==> src/rtl/code_loader.sv <==
// Boot-time program loader: packs a little-endian byte stream into instruction
// words, writes them into code_ram, and holds the processor in reset until the
// whole image has been written.
module code_loader #(
  parameter int unsigned ADDR_SIZE = 18,
  parameter int unsigned WORD_SIZE = 18,
  parameter int unsigned MEM_SIZE  = 1024
) (
  input  logic                 clock,
  input  logic                 reset,
  input  logic                 rx_valid,
  input  logic [7:0]           rx_data,
  output logic                 rx_ready,
  input  logic                 start,
  output logic                 code_we,
  output logic [ADDR_SIZE-1:0] code_addr,
  output logic [WORD_SIZE-1:0] code_din,
  output logic                 complete_fill_ram,
  output logic                 processor_reset,
  output logic                 overflow
);

  localparam int unsigned CNT_W  = 18;
  localparam int unsigned CNT_W1 = CNT_W + 1;
  localparam int unsigned B2_W   = WORD_SIZE - 16;
  localparam int unsigned LB2_W  = CNT_W - 16;
  localparam logic [CNT_W:0] MEM_LIM = CNT_W1'(MEM_SIZE);

  typedef enum logic [1:0] {
    S_LEN  = 2'd0,
    S_DATA = 2'd1,
    S_DONE = 2'd2
  } state_t;

  state_t               state_q;
  logic [1:0]           byte_idx_q;
  logic [7:0]           b0_q;
  logic [7:0]           b1_q;
  logic [CNT_W-1:0]     len_q;
  logic [CNT_W-1:0]     word_cnt_q;
  logic                 done_pend_q;
  logic                 rx_ready_q;
  logic                 code_we_q;
  logic [ADDR_SIZE-1:0] code_addr_q;
  logic [WORD_SIZE-1:0] code_din_q;
  logic                 complete_q;
  logic                 proc_reset_q;
  logic                 overflow_q;

  logic                 xfer_c;
  logic                 third_c;
  logic                 in_range_c;
  logic                 last_c;
  logic [WORD_SIZE-1:0] word_c;
  logic [CNT_W-1:0]     len_c;
  logic [CNT_W-1:0]     cnt_inc_c;
  logic                 unused_rx_c;

  // Byte handshake decode and little-endian word/length assembly
  assign xfer_c      = rx_valid & rx_ready_q;
  assign third_c     = xfer_c & (byte_idx_q == 2'd2);
  assign word_c      = {rx_data[B2_W-1:0], b1_q, b0_q};
  assign len_c       = {rx_data[LB2_W-1:0], b1_q, b0_q};
  assign cnt_inc_c   = word_cnt_q + CNT_W'(1);
  assign in_range_c  = ({1'b0, word_cnt_q} < MEM_LIM);
  assign last_c      = (cnt_inc_c == len_q);
  assign unused_rx_c = ^rx_data;

  // Loader FSM with registered outputs; done_pend_q delays completion by one
  // cycle so complete_fill_ram follows the last code_we pulse
  always_ff @(posedge clock or posedge reset) begin
    if (reset) begin
      state_q      <= S_LEN;
      byte_idx_q   <= 2'd0;
      b0_q         <= 8'd0;
      b1_q         <= 8'd0;
      len_q        <= '0;
      word_cnt_q   <= '0;
      done_pend_q  <= 1'b0;
      rx_ready_q   <= 1'b0;
      code_we_q    <= 1'b0;
      code_addr_q  <= '0;
      code_din_q   <= '0;
      complete_q   <= 1'b0;
      proc_reset_q <= 1'b1;
      overflow_q   <= 1'b0;
    end else begin
      code_we_q <= 1'b0;

      if (xfer_c) begin
        byte_idx_q <= (byte_idx_q == 2'd2) ? 2'd0 : byte_idx_q + 2'd1;
        if (byte_idx_q == 2'd0) b0_q <= rx_data;
        if (byte_idx_q == 2'd1) b1_q <= rx_data;
      end

      case (state_q)
        S_LEN: begin
          rx_ready_q <= 1'b1;
          if (third_c) begin
            if (len_c == '0) begin
              state_q      <= S_DONE;
              rx_ready_q   <= 1'b0;
              complete_q   <= 1'b1;
              proc_reset_q <= 1'b0;
            end else begin
              state_q    <= S_DATA;
              len_q      <= len_c;
              word_cnt_q <= '0;
            end
          end
        end

        S_DATA: begin
          if (done_pend_q) begin
            state_q      <= S_DONE;
            done_pend_q  <= 1'b0;
            complete_q   <= 1'b1;
            proc_reset_q <= 1'b0;
          end else if (third_c) begin
            if (in_range_c) begin
              code_we_q   <= 1'b1;
              code_addr_q <= ADDR_SIZE'(word_cnt_q);
              code_din_q  <= word_c;
            end else begin
              overflow_q <= 1'b1;
            end
            word_cnt_q <= cnt_inc_c;
            if (last_c) begin
              done_pend_q <= 1'b1;
              rx_ready_q  <= 1'b0;
            end
          end
        end

        S_DONE: begin
          rx_ready_q <= 1'b0;
          if (start) begin
            state_q      <= S_LEN;
            complete_q   <= 1'b0;
            proc_reset_q <= 1'b1;
            overflow_q   <= 1'b0;
            byte_idx_q   <= 2'd0;
            word_cnt_q   <= '0;
            rx_ready_q   <= 1'b1;
          end
        end

        default: state_q <= S_LEN;
      endcase
    end
  end

  assign rx_ready          = rx_ready_q;
  assign code_we           = code_we_q;
  assign code_addr         = code_addr_q;
  assign code_din          = code_din_q;
  assign complete_fill_ram = complete_q;
  assign processor_reset   = proc_reset_q;
  assign overflow          = overflow_q;

endmodule

==> config.mk <==
export PLATFORM = sky130hd
export DESIGN_NAME = code_loader
export DESIGN_NICKNAME = d
export VERILOG_FILES = /design/src/rtl/code_loader.sv
export SDC_FILE = /design/constraint.sdc
export NUM_CORES = 1
export LEC_CHECK = 0
export BUFFER_PORTS_ARGS = -buffer_cell sky130_fd_sc_hd__buf_2
export CAP_MARGIN = 20
export CELL_PAD_IN_SITES_DETAIL_PLACEMENT = 1
export CELL_PAD_IN_SITES_GLOBAL_PLACEMENT = 1
export CORE_AREA = 2 2 104 106
export CTS_CLUSTER_DIAMETER = 80
export DETAILED_ROUTE_END_ITERATION = 8
export DIE_AREA = 0 0 106 108
export MAX_ROUTING_LAYER = met4
export PLACE_DENSITY = 0.82
export SYNTH_ARGS = -nofsm -noshare
export SYNTH_HDL_FRONTEND = slang
export SYNTH_SLANG_ARGS = --single-unit
export TNS_END_PERCENT = 100
==> constraint.sdc <==
create_clock -name clock -period 3.05 [get_ports clock]
set_clock_uncertainty 0.05 [all_clocks]
set_input_delay 0.1525 -clock clock [delete_from_list [all_inputs] [get_ports clock]]
set_output_delay 0.1525 -clock clock [all_outputs]
set_load 0.01 [all_outputs]
==> out/summary.txt <==
Die Span Y: 108 um
Synth Area in XOR/XNOR: 0.0622
Root Driver: clkbuf_8
area taken by flip-flops and latches: 0.00245 mm2
Syn Inst Count: 442
fraction of registers with async set/reset: 1.00
layout cell share with drive strength beyond 1: 0.236
Max VDD drop: 388 uV
Synth Area in Compound Gates: 0.0912
status: finished clean
cell count of the worst reg-to-reg path: 8
Core Box Area: 0.0102 mm2
Final Cycle Share: 0.908
RSZ-0062 raised after global routing: false
GPL Wtd Cong: 0.972
# IOs: 53
max-cap violations: 0
Syn Nets: 459
register area share after synthesis: 0.532
Reg clk slew, reported paths: 0.10 ns
Synth area leaders: dfrtp_1 (53%), mux2_2 (8.8%), nand2_1 (8.5%), xnor2_1 (4.2%), o21ai_0 (2.2%)
initial DRC count: 212
Ant. Diodes: 0
Yosys cell types: 50
Post-synth EDFFs: 0
worst hold start: rx_data[0]
filler instances: 1133
TritonCTS clock tree: built
multi-input logic area: 0.00206 mm2
largest family of logic cells by synthesized area: simple AND/OR/NAND/NOR gates
Hold Path Stages: 3
Hold Crit Class: input pin to register
Primary FF master, synth: dfrtp_1
#FFs+latches synth: 98
arrival time worst endpoint: 3.04 ns
Post CTS Setup Buffer Count: 0
Mean Syn Cell Area: 10.4 um2
Initial Utilization: 0.450
critical setup path kind: register to register
Detailed Route WL: 12.2 mm
global-route wire length before repair: 20.0 mm
final hold vios: 0
reg2reg end: rx_ready
Startpoint Class: register
Yosys Warn Count: 0
Rel. slew slack: 0.402
largest net degree at the start of global routing: 53
Critical Path RT: 3.32 ns
IO Port Bufs: 52
Fmax: 361 MHz
FF-to-FF Start: word_cnt_q[0]
Post-Synth Simple-Gate Area: 0.187
adder-cell area share of the yosys netlist: 0.0136
Yosys top cell by area: dfrtp_1
Residual DRC: 0
Placed Cells: 620
CP Cell Sequence: ha_1, and3_1, nand4_4, or3_1, a211oi_2, nand4_1, or4_1, nand3_1
GRT overflow: 0
most common cell after layout, fill and taps aside: nand2_1
drt wl/cell: 18.9 um
Worst setup startpoint: word_cnt_q[0]
cell area after synthesis: 0.00461 mm2
total clock buffers created by CTS: 9
slowest CP cell: or4_1
hold slack: 0.0174 ns
Syn-to-layout area delta: 14.6%
Tmin final: 2.77 ns
# setup viols final: 0
number of buffers on the longest clock path: 2
routed vias/inst: 5.50
pwr dens: 762 mW/mm2
Horiz. Die Dim: 106 um
hold path endpoint: code_din[16]
Total GRT Usage: 0.234
Clock Latency Late Sink: 0.38 ns
Worst path max stage delay: 0.51 ns
top-area cell type share of the netlist area: 0.527
Reg2Reg Setup Slack: 0.28 ns
TNS Setup: 0 ns
row count: 37
DRT antenna net count: 0
htree depth: 3
Worst Path Max Fanout: 8
Initial DRT Pass Iterations: 4
CP Capture Type: register
vias in the first global route: 3736
vias: 3543
initial antenna violation count: 0
HPWL after DPL: 8.59 mm
Max Transition Viols Final: 0
Final Net Count: 520
Die ar.: 0.0114 mm2
Least-Margin Pin Slew: 0.891 ns
leakage: 0.00255 uW
most frequent cells in the layout: nand2_1 (104), dfrtp_1 (97), buf_2 (52), mux2_2 (36), xnor2_1 (22)
post-synthesis mux area share: 0.0901
fin cells: 644
Sink Count: 98
how the worst max path moves through the flow:
stage | endpoint | slack, ns | cells after the start
floorplan | b0_q[0] | 0.29 | 1
global placement | rx_ready | 0.44 | 8
detailed placement | rx_ready | 0.34 | 8
CTS | rx_ready | 0.30 | 8
global route | rx_ready | 0.06 | 8
finish | rx_ready | 0.28 | 8
cell type report:
class | instances | area share
flip-flops and latches | 98 | 0.465
repair buffers | 67 | 0.0744
inverters | 7 | 0.00545
clock inverters | 6 | 0.00900
multi-input cells | 320 | 0.390
clock buffers | 10 | 0.0242
well taps | 136 | 0.0322
flip-flops by register name (all words and copies together), names as in the netlist:
signal	flops
rx_ready	1
b0_q	8
code_addr	18
b1_q	8
code_we	1
code_din	18
byte_idx_q	2
processor_reset	1
len_q	18
done_pend_q	1
complete_fill_ram	1
overflow	1
state_q	2
word_cnt_q	18
critical path, delay by kind of cell (launching register included):
kind / cells / cell delay (ns)
AOI/OAI and AO/OA: 1 / 0.22
adders and majority gates: 1 / 0.30
DFF: 1 / 0.48
and+or+nand+nor: 6 / 1.64
through the flow:
step,total power [uW],setup WS [ns],util,instance area [um2]
floorplan,2760,0.287,-,4610
global placement,3140,0.440,0.491,5020
detailed placement,3230,0.336,0.491,5020
CTS,4040,0.303,0.516,5280
global route,4260,0.0610,0.516,5280
finish,4030,0.282,0.516,5280
kinds of logic (layout without fill, tap and decap cells):
kind of cell | after synthesis | count (layout)
XOR/XNOR | 31 | 31
flip-flops | 98 | 98
buffers and inverters | 24 | 90
multiplexers | 37 | 37
AO/OA/AOI/OAI | 65 | 65
AND/OR/NAND/NOR | 182 | 182
adder cells (fa/ha/maj) | 5 | 5
timing repair:
action	in CTS	in global routing
gates resized for setup	0	1
hold buffers	8	0
endpoints found under the hold margin	61	0
setup endpoints to repair	0	1
routing by layer:
layer,vias to the layer above,track usage,share of wire,wire length (um)
met4,0,0.0883,0.017,204
met2,91,0.398,0.51,6230
li1,1648,-,-,-
met3,19,0.0259,0.033,399
met1,1785,0.291,0.44,5360
met5,-,-,0,0
power by group:
part	switching (uW)	internal [uW]	total (uW)
Clock	485	308	793
Combinational	678	583	1260
Sequential	333	1640	1970
Total	1500	2530	4030
synth_stat cells, types with 2 or more instances:
cell      instances
a21oi_1          12
a22o_1            2
clkbuf_1          7
o31ai_1           3
xor2_1            8
or3_1             2
o211ai_1          2
nand4_1           6
a21boi_0          3
nor3_1            7
nand2b_1          3
mux2_2           36
inv_1             6
buf_2             7
a31oi_1           7
xnor2_1          22
o21ai_0          20
nand4b_1          3
buf_1             2
nand3b_1          2
o21ai_1           5
a211o_1           3
nor4_1            4
nand3_2           2
and4_1            3
or4_1             2
nand3_1           7
nand2_1         104
ha_1              5
and2_1           12
and3_1            3
nor2_1           18
dfrtp_1          97
No activity file was read; power rests on OpenSTA's default activity.
